[src/rtl/ebpf_fetch_unit.sv]
// eBPF fetch stage: owns the PC, addresses the slot ROM and registers each slot into a valid/ready handoff.
// Build option FETCH_LDDW_FUSE_EN: fuse the two-slot lddw into one handoff carrying the upper immediate.
module ebpf_fetch_unit #(
  parameter logic [31:0] RESET_PC = 32'h0,
  parameter logic [7:0]  OPC_LDDW = 8'h18,
  parameter logic [7:0]  OPC_EXIT = 8'h95
) (
  input  logic        clk,
  input  logic        rst,
  output logic [31:0] imem_addr,
  input  logic [63:0] imem_instr,
  output logic [63:0] out_instr,
  output logic [31:0] out_imm_hi,
  output logic [31:0] out_pc,
  output logic        out_valid,
  input  logic        out_ready,
  input  logic        redirect_valid,
  input  logic [31:0] redirect_target,
  output logic        halted
);

`ifdef FETCH_LDDW_FUSE_EN
  typedef enum logic [1:0] {S_FETCH = 2'd0, S_WIDE = 2'd1, S_HALT = 2'd2} state_t;
`else
  typedef enum logic [1:0] {S_FETCH = 2'd0, S_HALT = 2'd2} state_t;
`endif

  state_t      r_state, r_state_next;
  logic [31:0] r_pc, r_pc_next;
  logic [63:0] r_out_instr, r_out_instr_next;
  logic [31:0] r_out_pc, r_out_pc_next;
  logic        r_out_valid, r_out_valid_next;
`ifdef FETCH_LDDW_FUSE_EN
  logic [63:0] r_low, r_low_next;
  logic [31:0] r_out_imm_hi, r_out_imm_hi_next;
`else
  // Set while the slot under the PC is the immediate half of an lddw, so it is not decoded.
  logic        r_imm_slot, r_imm_slot_next;
`endif

  logic [7:0]  w_opcode;
  logic        w_free;
  logic        w_is_lddw;
  logic        w_is_exit;
  logic [31:0] w_pc_inc;

  assign w_opcode  = imem_instr[7:0];
  assign w_free    = !r_out_valid || out_ready;
  assign w_is_lddw = (w_opcode == OPC_LDDW);
  assign w_is_exit = (w_opcode == OPC_EXIT);
  assign w_pc_inc  = r_pc + 32'd1;

  always_comb begin
    r_state_next     = r_state;
    r_pc_next        = r_pc;
    r_out_instr_next = r_out_instr;
    r_out_pc_next    = r_out_pc;
    r_out_valid_next = r_out_valid;
`ifdef FETCH_LDDW_FUSE_EN
    r_low_next        = r_low;
    r_out_imm_hi_next = r_out_imm_hi;
`else
    r_imm_slot_next   = r_imm_slot;
`endif

    if (redirect_valid) begin
      // Redirect wins over stall and HALT; any half-fetched lddw is dropped.
      r_pc_next        = redirect_target;
      r_out_valid_next = 1'b0;
      r_state_next     = S_FETCH;
`ifndef FETCH_LDDW_FUSE_EN
      r_imm_slot_next  = 1'b0;
`endif
    end else if (w_free) begin
      case (r_state)
        S_FETCH: begin
          r_out_instr_next = imem_instr;
          r_out_pc_next    = r_pc;
          r_out_valid_next = 1'b1;
          r_pc_next        = w_pc_inc;
`ifdef FETCH_LDDW_FUSE_EN
          r_out_imm_hi_next = 32'h0;
          if (w_is_lddw) begin
            r_low_next       = imem_instr;
            r_out_valid_next = 1'b0;
            r_state_next     = S_WIDE;
          end else if (w_is_exit) begin
            r_pc_next    = r_pc;
            r_state_next = S_HALT;
          end
`else
          if (r_imm_slot) begin
            r_imm_slot_next = 1'b0;
          end else if (w_is_lddw) begin
            r_imm_slot_next = 1'b1;
          end else if (w_is_exit) begin
            r_pc_next    = r_pc;
            r_state_next = S_HALT;
          end
`endif
        end
`ifdef FETCH_LDDW_FUSE_EN
        S_WIDE: begin
          r_out_instr_next  = r_low;
          r_out_imm_hi_next = imem_instr[63:32];
          r_out_pc_next     = r_pc - 32'd1;
          r_out_valid_next  = 1'b1;
          r_pc_next         = w_pc_inc;
          r_state_next      = S_FETCH;
        end
`endif
        S_HALT: begin
          // Only the pending exit handoff can still drain here.
          r_out_valid_next = 1'b0;
        end
        default: begin
          r_state_next = S_FETCH;
        end
      endcase
    end
  end

  always_ff @(posedge clk or negedge rst) begin
    if (!rst) begin
      r_state     <= S_FETCH;
      r_pc        <= RESET_PC;
      r_out_instr <= 64'h0;
      r_out_pc    <= 32'h0;
      r_out_valid <= 1'b0;
`ifdef FETCH_LDDW_FUSE_EN
      r_low        <= 64'h0;
      r_out_imm_hi <= 32'h0;
`else
      r_imm_slot   <= 1'b0;
`endif
    end else begin
      r_state     <= r_state_next;
      r_pc        <= r_pc_next;
      r_out_instr <= r_out_instr_next;
      r_out_pc    <= r_out_pc_next;
      r_out_valid <= r_out_valid_next;
`ifdef FETCH_LDDW_FUSE_EN
      r_low        <= r_low_next;
      r_out_imm_hi <= r_out_imm_hi_next;
`else
      r_imm_slot   <= r_imm_slot_next;
`endif
    end
  end

  assign imem_addr = r_pc;
  assign out_instr = r_out_instr;
  assign out_pc    = r_out_pc;
  assign out_valid = r_out_valid;
  assign halted    = (r_state == S_HALT);
`ifdef FETCH_LDDW_FUSE_EN
  assign out_imm_hi = r_out_imm_hi;
`else
  assign out_imm_hi = 32'h0;
`endif

endmodule

[config.mk]
export PLATFORM = sky130hd
export DESIGN_NAME = ebpf_fetch_unit
export DESIGN_NICKNAME = d
export VERILOG_FILES = /design/src/rtl/ebpf_fetch_unit.sv
export SDC_FILE = /design/constraint.sdc
export NUM_CORES = 1
export LEC_CHECK = 0
export ABC_AREA = 1
export BUFFER_PORTS_ARGS = -buffer_cell sky130_fd_sc_hd__buf_4
export CAP_MARGIN = 30
export CORE_MARGIN = 2
export CORE_UTILIZATION = 45
export CTS_CLUSTER_SIZE = 8
export DETAILED_ROUTE_END_ITERATION = 8
export HOLD_SLACK_MARGIN = 0.1
export MAX_ROUTING_LAYER = met4
export PLACE_DENSITY = 0.82
export SYNTH_ARGS = -nofsm -noshare
export SYNTH_HDL_FRONTEND = slang
export SYNTH_SLANG_ARGS = --single-unit
[constraint.sdc]
create_clock -name clk -period 1.73 [get_ports clk]
set_input_delay 0.346 -clock clk [delete_from_list [all_inputs] [get_ports clk]]
set_output_delay 0.346 -clock clk [all_outputs]
set_load 0.05 [all_outputs]
# == Word level (Yosys, flattened, before mapping) ==
# Index checks and enable logic that the tools add are counted.
# classes
add_sub_neg,1
n_mul,0
div_mod_pow,0
n_lt_le_gt_ge,0
n_eq_ne,8
shift,0
mux,20
bitwise,1
n_reduce_logical,11
# ops
op,n
2-to-1 mux 32 bit,6
adder 32 x 1 -> 32 bit (second input constant),1
2-to-1 mux 2 bit,5
inequality test 3 bit (second input constant),3
equality test 8 x 5 -> 1 bit (second input constant),1
equality test 8 bit (second input constant),1
2-to-1 mux 1 bit,7
AND reduction 3 bit,2
AND reduction 5 bit,1
inequality test 4 bit (second input constant),1
one-hot mux 2 bit (2 select lines),1
AND reduction 2 bit,2
nonzero test 2 bit,2
nonzero test 3 bit,1
equality test 2 bit (second input constant),1
zero test 2 bit,1
inequality test 2 bit (second input constant),1
one-hot mux 1 bit (2 select lines),1
zero test 1 bit,1
logical OR 1 bit,1
inverter 1 bit,1
# word_totals
reg_bits,132
latch_bits,0
ramBits,0
rom_bits,0
in_bits,100
out_inout_bits,162
elab_cells,47
n_memories,0

# == Depth between registers and ports, before layout ==
# Gate-level depths: netlist (run 1).
# depth
depth_word,7
ltp_mapped,11

# == Least setup slack after synthesis (run 1) ==
# OpenSTA, ideal clock, no wires.
# synth_path
path_kind,register to register
from,reg r_pc[0] (netlist: imem_addr[0])
to,reg r_pc[30] (netlist: imem_addr[30])
setup_time_ps,118
arrival_time_ps,1732
path_slack_ps,-120
path_stages_with_launch,11
cell_sequence,dfrtp_1 -> ha_1 -> nand2_1 -> nor2_4 -> nand2_1 -> nor2_2 -> nand2_1 -> nand2_1 -> nand3_1 -> nand2_1 -> nand2_1
# synth_between
elab_chain_cells,7
# synth_rtl
item,line,text
start: declaration,29,"logic [31:0] r_pc, r_pc_next;"
start signal: assignment,138,r_pc <= r_pc_next;
adder 32 x 1 -> 32 bit (*),51,assign w_pc_inc = r_pc + 32'd1;
2-to-1 mux 32 bit,96,end else if (w_is_exit) begin
2-to-1 mux 32 bit,94,end else if (w_is_lddw) begin
2-to-1 mux 32 bit (*),92,if (r_imm_slot) begin
2-to-1 mux 32 bit (*),75,case (r_state)
2-to-1 mux 32 bit (*),74,end else if (w_free) begin
2-to-1 mux 32 bit (*),66,if (redirect_valid) begin
# Mark *: on every way between the ends. The rest lies on a longest branch, timed or not. The select of a mux whose other input is x is not followed.
# A chain may end at the register's enable or synchronous reset.

# == Worst setup path in the final report (run 1) ==
# layout_path
from,reg r_pc[0] (netlist: imem_addr[0])
to,reg r_pc[22] (netlist: imem_addr[22])
# The elaborated chain is that of the path after synthesis.

==> impl_summary.log, run 1 <==
INFO  metric post_synth_inst_count = 732
INFO  metric antenna_cells_inserted = 0
INFO  metric avgRoutedWirePerCell = 15.0 µm
INFO  metric power.static_leakage = 0.00453 µW
INFO  metric outcome = completed
INFO  metric yosysSeqAreaShare = 50.2%
INFO  metric power.density = 1220 nW/µm²
INFO  metric grt_first_pass_wirelength = 28,400 µm
INFO  metric final_nets = 1,072
INFO  metric bufs_and_invs_on_worst_path = 0
INFO  metric critPathMostFrequentCell = sky130_fd_sc_hd__nand2_1
INFO  metric clock_sink_count = 131
INFO  metric worstReg2RegStart = imem_addr[0]
INFO  metric port_buffer_count = 229
INFO  metric routabilityCongestion = 0.955
INFO  metric postSynth.asyncResetShare = 100%
INFO  metric worst_setup_path_start_kind = flop
INFO  metric clock_latency_on_the_worst_skew_pair = 410 ps
INFO  metric final-setup-viol-count = 0
INFO  metric yosys.area.top_type = sky130_fd_sc_hd__dfrtp_1
INFO  metric layoutNonFillerInstCount = 1,168
INFO  metric timing.fmax = 626 MHz
INFO  metric synth_edf_count = 0
INFO  metric cts_tree = yes
INFO  metric post_route_cells_drive_above_1_share = 37.2%
INFO  metric first_global_vias = 5,511
INFO  metric initial_utilization = 45.4%
INFO  metric aggregate_routed_wire_length = 17,500 µm
INFO  metric die_area = 15,500 µm²
INFO  metric min_from = imem_instr[15]
INFO  metric ys_ff_latch = 131
INFO  metric worst_setup_path_class = flop to flop
INFO  metric path_delay_family = simple AND/OR/NAND/NOR gates
INFO  metric clockBufferDepth = 2
INFO  metric die_x = 124 µm
INFO  metric timing_max_transition_violations_final = 0
INFO  metric post_cts.repair.setup_buffers = 0
INFO  metric grt_start_max_net_pins = 54
INFO  metric num_vias = 5,668
INFO  metric synthFlopType = sky130_fd_sc_hd__dfrtp_1
INFO  metric post-synth-top-count-cell = sky130_fd_sc_hd__nand2_1
INFO  metric reg2reg_slack = 130 ps
INFO  metric placedCellCount = 1,135
INFO  metric finish.instance_area = 8990 µm²
INFO  metric drt_iter0_drc = 374
INFO  metric final-hold-violation-count = 0
INFO  metric globalRoute.totalOverflow = 0
INFO  metric post_synth_most_frequent_cells = sky130_fd_sc_hd__nand2_1 (212), sky130_fd_sc_hd__dfrtp_1 (131), sky130_fd_sc_hd__nor2_1 (87), sky130_fd_sc_hd__mux2_2 (64), sky130_fd_sc_hd__o21ai_0 (54)
INFO  metric rsz0062_at_grt = true
INFO  metric num_io_pins = 262
INFO  metric crit_chain = ha_1 -> nand2_1 -> nor2_4 -> nand2_2 -> nor2_4 -> nand2_1 -> nand2_1 -> nand3_1 -> nand2_1 -> nand2_1
INFO  metric floorplan.die.height = 124 µm
INFO  metric cp_endpoint_kind = flop
INFO  metric drt_pre_antenna_iters = 5
INFO  metric post_synth_num_cell_types = 33
INFO  metric synthDominantCellAreaShare = 50.2%
INFO  metric r2r-end = imem_addr[22]
INFO  metric detail-route-antenna-nets = 0
INFO  metric number_of_antenna_violations_at_the_first_check_in_global_routing = 0
INFO  metric synth.area.top_cells = sky130_fd_sc_hd__dfrtp_1 (50%), sky130_fd_sc_hd__nand2_1 (12%), sky130_fd_sc_hd__mux2_2 (11%), sky130_fd_sc_hd__nor2_1 (5.0%), sky130_fd_sc_hd__o21ai_0 (4.1%)
INFO  metric cap_viol_max_count = 0
INFO  metric fp-row-count = 44
INFO  metric post_synth_instance_area = 6530 µm²
INFO  metric grt_usage = 23.8%
INFO  metric htree_num_levels = 4
INFO  metric yosys_warnings = 0
INFO  metric period_minus_slack = 1600 ps
INFO  metric path_clk_slew = 60 ps
INFO  metric number_of_cts_inserted_buffers = 17
INFO  metric avgSynthCellArea = 8.92 µm²
INFO  metric critical_path.slowest_cell = sky130_fd_sc_hd__dfrtp_2
INFO  metric cp.required = 2030 ps
INFO  metric hpwlAfterDp = 13,400 µm
INFO  metric worstRegToRegCells = 10
INFO  metric fillCellCount = 1,230
INFO  metric fin_crit_sh = 92.3%
INFO  metric synthToLayoutAreaGrowth = 37.7%
INFO  metric detail_route.vias_per_cell = 4.85
INFO  metric critical-path-max-stage-delay = 400 ps
INFO  metric whs_path_depth = 2
INFO  metric core_area = 14,400 µm²
INFO  metric cp_data_arrival_time = 1900 ps
INFO  metric crit_fanout = 6
INFO  metric irDropWorstVdd = 686 µV
INFO  metric whs_endpoint = out_instr[15]
INFO  metric worst_hold_path_type = input port to flop
INFO  metric dpl-instance-area = 8370 µm²
INFO  metric clock-skew-final = 6.09 ps
INFO  metric cts.root.buffer_cell = sky130_fd_sc_hd__clkbuf_16
INFO  metric drcViolationCount = 0
INFO  metric total_power = 11,000 µW
-- cells in the final DEF (no fill, tap or decap), types with 2 or more instances in the layout --
cell type / synthesis / final
sky130_fd_sc_hd__dfrtp_2: 0 / 4
sky130_fd_sc_hd__xor2_1: 6 / 6
sky130_fd_sc_hd__nand3_1: 40 / 39
sky130_fd_sc_hd__o21ai_1: 3 / 3
sky130_fd_sc_hd__nor2_4: 4 / 6
sky130_fd_sc_hd__mux2_2: 64 / 64
sky130_fd_sc_hd__inv_2: 2 / 2
sky130_fd_sc_hd__nand2_4: 2 / 4
sky130_fd_sc_hd__nor2_1: 87 / 87
sky130_fd_sc_hd__clkbuf_16: 0 / 17
sky130_fd_sc_hd__clkinv_4: 0 / 3
sky130_fd_sc_hd__nand2_2: 2 / 2
sky130_fd_sc_hd__inv_1: 45 / 45
sky130_fd_sc_hd__buf_4: 33 / 238
sky130_fd_sc_hd__clkbuf_8: 2 / 2
sky130_fd_sc_hd__conb_1: 1 / 32
sky130_fd_sc_hd__o21ai_0: 54 / 54
sky130_fd_sc_hd__nor2_2: 4 / 2
sky130_fd_sc_hd__clkinv_2: 0 / 3
sky130_fd_sc_hd__buf_12: 1 / 8
sky130_fd_sc_hd__nand2_1: 212 / 210
sky130_fd_sc_hd__dfrtp_1: 131 / 127
sky130_fd_sc_hd__clkbuf_1: 7 / 2
sky130_fd_sc_hd__nor3_1: 4 / 4
sky130_fd_sc_hd__bufinv_16: 0 / 2
sky130_fd_sc_hd__inv_6: 1 / 3
sky130_fd_sc_hd__a21oi_1: 3 / 3
-- layer usage --
metal | vias to the layer above | track usage [%] | part of all wire [%]
met3 | 37 | 5.24 | 5.9
met5 | - | - | 0
met2 | 234 | 36.9 | 47
met4 | 0 | 10.3 | 3.0
li1 | 2756 | - | -
met1 | 2641 | 30.2 | 44
-- cell type report --
class	instances	area [µm²]	share of cell area, %
Clock buffer	21	460	5.12
Clock inverter	11	126	1.41
Inverter	48	185	2.06
Multi-Input combinational cell	525	2740	30.4
Sequential cell	131	3280	36.5
Tap cell	184	230	2.56
Timing Repair Buffer	248	1970	21.9
-- per-stage QoR --
stage	TNS (ps)	utilization (%)	setup WS (ps)	hold WS (ps)
6_report	0	62.6	133	160
5_1_grt	-15.2	62.6	-14.2	145
4_1_cts	0	62.4	47.9	144
3_3_place_gp	0	58.2	50.4	267
3_5_place_dp	-22.0	58.2	-9.31	263
2_1_floorplan	0	-	51.9	50.4
-- repair_timing --
item | 4_1_cts | 5_1_grt
setup endpoints to repair | 0 | 10
resized for setup | 0 | 6
hold buffers | 1 | 0
hold endpoints to repair | 31 | 0
-- state kept, by name (all words and copies together) (netlist names) --
register	count
imem_addr	32
out_instr	64
out_pc	32
out_valid	1
r_imm_slot	1
r_state	1
-- worst max path at each step --
stage | start | slack (ps) | end | depth (start not counted)
global placement | imem_instr[5] | 50 | imem_addr[18] | 10
finish | imem_addr[0] | 130 | imem_addr[22] | 10
CTS | imem_addr[0] | 50 | imem_addr[22] | 10
global route | imem_addr[0] | -10 | imem_addr[26] | 10
floorplan | imem_addr[0] | 50 | imem_addr[30] | 10
detailed placement | imem_instr[5] | -9 | imem_addr[21] | 10
-- where the power goes --
part | internal (µW) | leakage [µW] | switching, µW
sequential | 3490 | 0.00155 | 322
clock | 2200 | 0.000288 | 1320
combinational | 1120 | 0.00269 | 2510
total | 6810 | 0.00453 | 4150
-- cells by family after synthesis --
group | after synthesis | share of synthesized area (%)
buffers and inverters | 107 | 10.2
muxes | 64 | 11.0
and+or+nand+nor | 359 | 22.6
xor gates and xnor gates | 7 | 0.939
adders and majority gates | 1 | 0.192
other | 1 | 0.0574
AOI/OAI and AO/OA | 62 | 4.83
DFF | 131 | 50.2
No activity file was read; power rests on OpenSTA's default activity.
==> run 2, diff against run 1 <==
--- a/config.mk
+++ b/config.mk
@@ -10,6 +10,7 @@
 export CAP_MARGIN = 30
 export CORE_MARGIN = 2
 export CORE_UTILIZATION = 45
+export CTS_BUF_LIST = sky130_fd_sc_hd__clkbuf_16
 export CTS_CLUSTER_SIZE = 8
 export DETAILED_ROUTE_END_ITERATION = 8
 export HOLD_SLACK_MARGIN = 0.1
==> run 2 against run 1 <==
Net effect: clock skew grew 1.4 ps; sequential share of layout area grew 0.082 points; cell count did not move; highest routed layer unchanged; cell area fell by 0.22%; worst setup slack worse by 4.6 ps; largest power group unchanged; critical path depth unchanged; non-clock buffer count unchanged.
==> impl_summary.log, run 2 (synthesis results as in run 1) <==
INFO  metric post-place-ws = -9.31 ps (unchanged)
INFO  metric fin_crit_sh = 92.6% (was 92.3%)
INFO  metric core_area = 14,400 µm² (unchanged)
INFO  metric post_route_cells_drive_above_1_share = 37.0% (was 37.2%)
INFO  metric cp.required = 2030 ps (about the same)
INFO  metric timing.fmax = 624 MHz (was 626 MHz)
INFO  metric first_global_vias = 5,509 (was 5,511)
INFO  metric drt_pre_antenna_iters = 5 (unchanged)
INFO  metric drcViolationCount = 0 (unchanged)
INFO  metric p_comb_share = 33.4% (was 33.1%)
INFO  metric most_common_library_cell_in_the_layout_ignoring_fill_and_taps = sky130_fd_sc_hd__buf_4 (unchanged)
INFO  metric netSwitchingFraction = 38.2% (was 37.9%)
INFO  metric largest_reg_flops = 64 (unchanged)
INFO  metric hpwlAfterDp = 13,400 µm (unchanged)
INFO  metric timing_max_transition_violations_final = 0 (unchanged)
INFO  metric grt_start_max_net_pins = 54 (unchanged)
INFO  metric number_of_cts_inserted_buffers = 17 (unchanged)
INFO  metric cp_data_arrival_time = 1900 ps (about the same)
INFO  metric initial_utilization = 45.4% (unchanged)
INFO  metric clock_power_share = 31.5% (was 32.1%)
INFO  metric die_x = 124 µm (unchanged)
INFO  metric cell_internal_pwr = 6710 µW (was 6810 µW)
INFO  metric net-switching-power = 4150 µW (about the same)
INFO  metric drt_iter0_drc = 393 (was 374)
INFO  metric layoutNonFillerInstCount = 1,168 (unchanged)
INFO  metric final-hold-violation-count = 0 (unchanged)
INFO  metric seqPwrFrac = 35.1% (was 34.8%)
INFO  metric power.density = 1210 nW/µm² (was 1220 nW/µm²)
INFO  metric final_cell_mix = sky130_fd_sc_hd__buf_4 (238), sky130_fd_sc_hd__nand2_1 (210), sky130_fd_sc_hd__dfrtp_1 (127) (unchanged)
INFO  metric clock_sink_count = 131 (unchanged)
INFO  metric final.hold.worst_slack = 161 ps (was 160 ps)
INFO  metric clockBufferDepth = 2 (unchanged)
INFO  metric placedCellCount = 1,135 (unchanged)
INFO  metric htree_num_levels = 4 (unchanged)
INFO  metric final_nets = 1,072 (unchanged)
INFO  metric clock-skew-final = 7.54 ps (was 6.09 ps)
INFO  metric globalRoute.totalOverflow = 0 (unchanged)
INFO  metric power.static_leakage = 0.00453 µW (about the same)
INFO  metric cts_tree = yes (unchanged)
INFO  metric num_io_pins = 262 (unchanged)
INFO  metric cap_viol_max_count = 0 (unchanged)
INFO  metric rsz0062_at_grt = true (unchanged)
INFO  metric period_minus_slack = 1600 ps (about the same)
INFO  metric avgRoutedWirePerCell = 15.0 µm (about the same)
INFO  metric clock_latency_on_the_worst_skew_pair = 410 ps (about the same)
INFO  metric detail_route.vias_per_cell = 4.85 (about the same)
INFO  metric grt_first_pass_wirelength = 28,400 µm (unchanged)
INFO  metric worst_setup_path_class = flop to flop (unchanged)
INFO  metric worst_slack = 128 ps (was 133 ps)
INFO  metric port_buffer_count = 229 (unchanged)
INFO  metric antenna_cells_inserted = 0 (unchanged)
INFO  metric die_area = 15,500 µm² (unchanged)
INFO  metric routabilityCongestion = 0.955 (unchanged)
INFO  metric number_of_antenna_violations_at_the_first_check_in_global_routing = 0 (unchanged)
INFO  metric worst_hold_path_type = input port to flop (unchanged)
INFO  metric grt_usage = 23.8% (about the same)
INFO  metric reg2reg_slack = 130 ps (about the same)
INFO  metric aggregate_routed_wire_length = 17,500 µm (about the same)
INFO  metric irDropWorstVdd = 685 µV (was 686 µV)
INFO  metric detail-route-antenna-nets = 0 (unchanged)
INFO  metric cts.root.buffer_cell = sky130_fd_sc_hd__clkbuf_16 (unchanged)
INFO  metric crit_fanout = 6 (unchanged)
INFO  metric floorplan.die.height = 124 µm (unchanged)
INFO  metric num_vias = 5,665 (was 5,668)
INFO  metric synthToLayoutAreaGrowth = 37.3% (was 37.7%)
INFO  metric path_clk_slew = 60 ps (about the same)
INFO  metric outcome = completed (unchanged)
INFO  metric final-setup-viol-count = 0 (unchanged)
INFO  metric cp_endpoint_kind = flop (unchanged)
INFO  metric fp-row-count = 44 (unchanged)
INFO  metric worst_setup_path_start_kind = flop (unchanged)
run 2: changes by cell type in the layout (fill, tap and decap cells not counted):
cell / before / now
sky130_fd_sc_hd__clkbuf_8: 2 / 0
sky130_fd_sc_hd__clkinv_1: 0 / 2
sky130_fd_sc_hd__clkbuf_1: 2 / 0
sky130_fd_sc_hd__inv_1: 45 / 47
run 2: what timing repair did:
| item | CTS | global route |
|---|---|---|
| hold buffers | 1 | 0 |
| hold endpoints to repair | 31 | 0 |
| setup endpoints to repair | 0 | 10 |
| setup buffers | 0 | 0 |
| gates resized for setup | 0 | 6 |
run 2: area by class of cell:
type | count | area, µm²
fill | 1232 | 5400
sequential | 131 | 3280
multi-input combinational | 525 | 2740
clock buffer | 17 | 425
tap | 184 | 230
timing repair buffer | 248 | 1970
inverter | 48 | 185
clock inverter | 15 | 141
run 2: power groups by stage:
stage                     Combinational [µW]  Clock, µW  Sequential, µW
final                                   3630       3420            3810
after global routing                    3830       3660            3870
after CTS                               3650       3500            3810
after detailed placement                3640          0            3860
after global placement                  3600          0            3840
after floorplan                          971          0            5310
run 2: layer usage:
| metal | track usage [%] | share of wire [%] | vias up |
|---|---|---|---|
| met4 | 10.3 | 2.7 | 0 |
| li1 | - | - | 2755 |
| met1 | 30.3 | 44 | 2635 |
| met3 | 5.24 | 6.4 | 35 |
| met2 | 36.9 | 47 | 240 |
| met5 | - | 0 | - |
run 2: metrics by stage:
stage	util [%]	setup TNS, ps	power, µW	instance area, µm²
after floorplan	-	0	6280	6650
after global placement	58.2	0	7440	8370
after detailed placement	58.2	-22.0	7500	8370
after CTS	62.3	0	11000	8940
after global routing	62.4	-15.2	11400	8970
final	62.4	0	10900	8970
run 2: final timing paths:
path,startpoint,endpoint,cells after the start
min in group asynchronous,rst,out_instr[9],2
hold / removal,imem_instr[15],out_instr[15],2
max in group asynchronous,rst,imem_addr[19],3
setup / recovery,imem_addr[0],imem_addr[22],10
hold reg to reg,out_pc[18],out_pc[18],2
setup reg to reg,imem_addr[0],imem_addr[22],10
run 2: critical path, cell delays in order, from the launching register on:
cell and delay (ps):
sky130_fd_sc_hd__dfrtp_2 410, sky130_fd_sc_hd__ha_1 190, sky130_fd_sc_hd__nand2_1 90, sky130_fd_sc_hd__nor2_4 190, sky130_fd_sc_hd__nand2_2 130, sky130_fd_sc_hd__nor2_4 170
sky130_fd_sc_hd__nand2_1 70, sky130_fd_sc_hd__nand2_1 60, sky130_fd_sc_hd__nand3_1 60, sky130_fd_sc_hd__nand2_1 70, sky130_fd_sc_hd__nand2_1 50
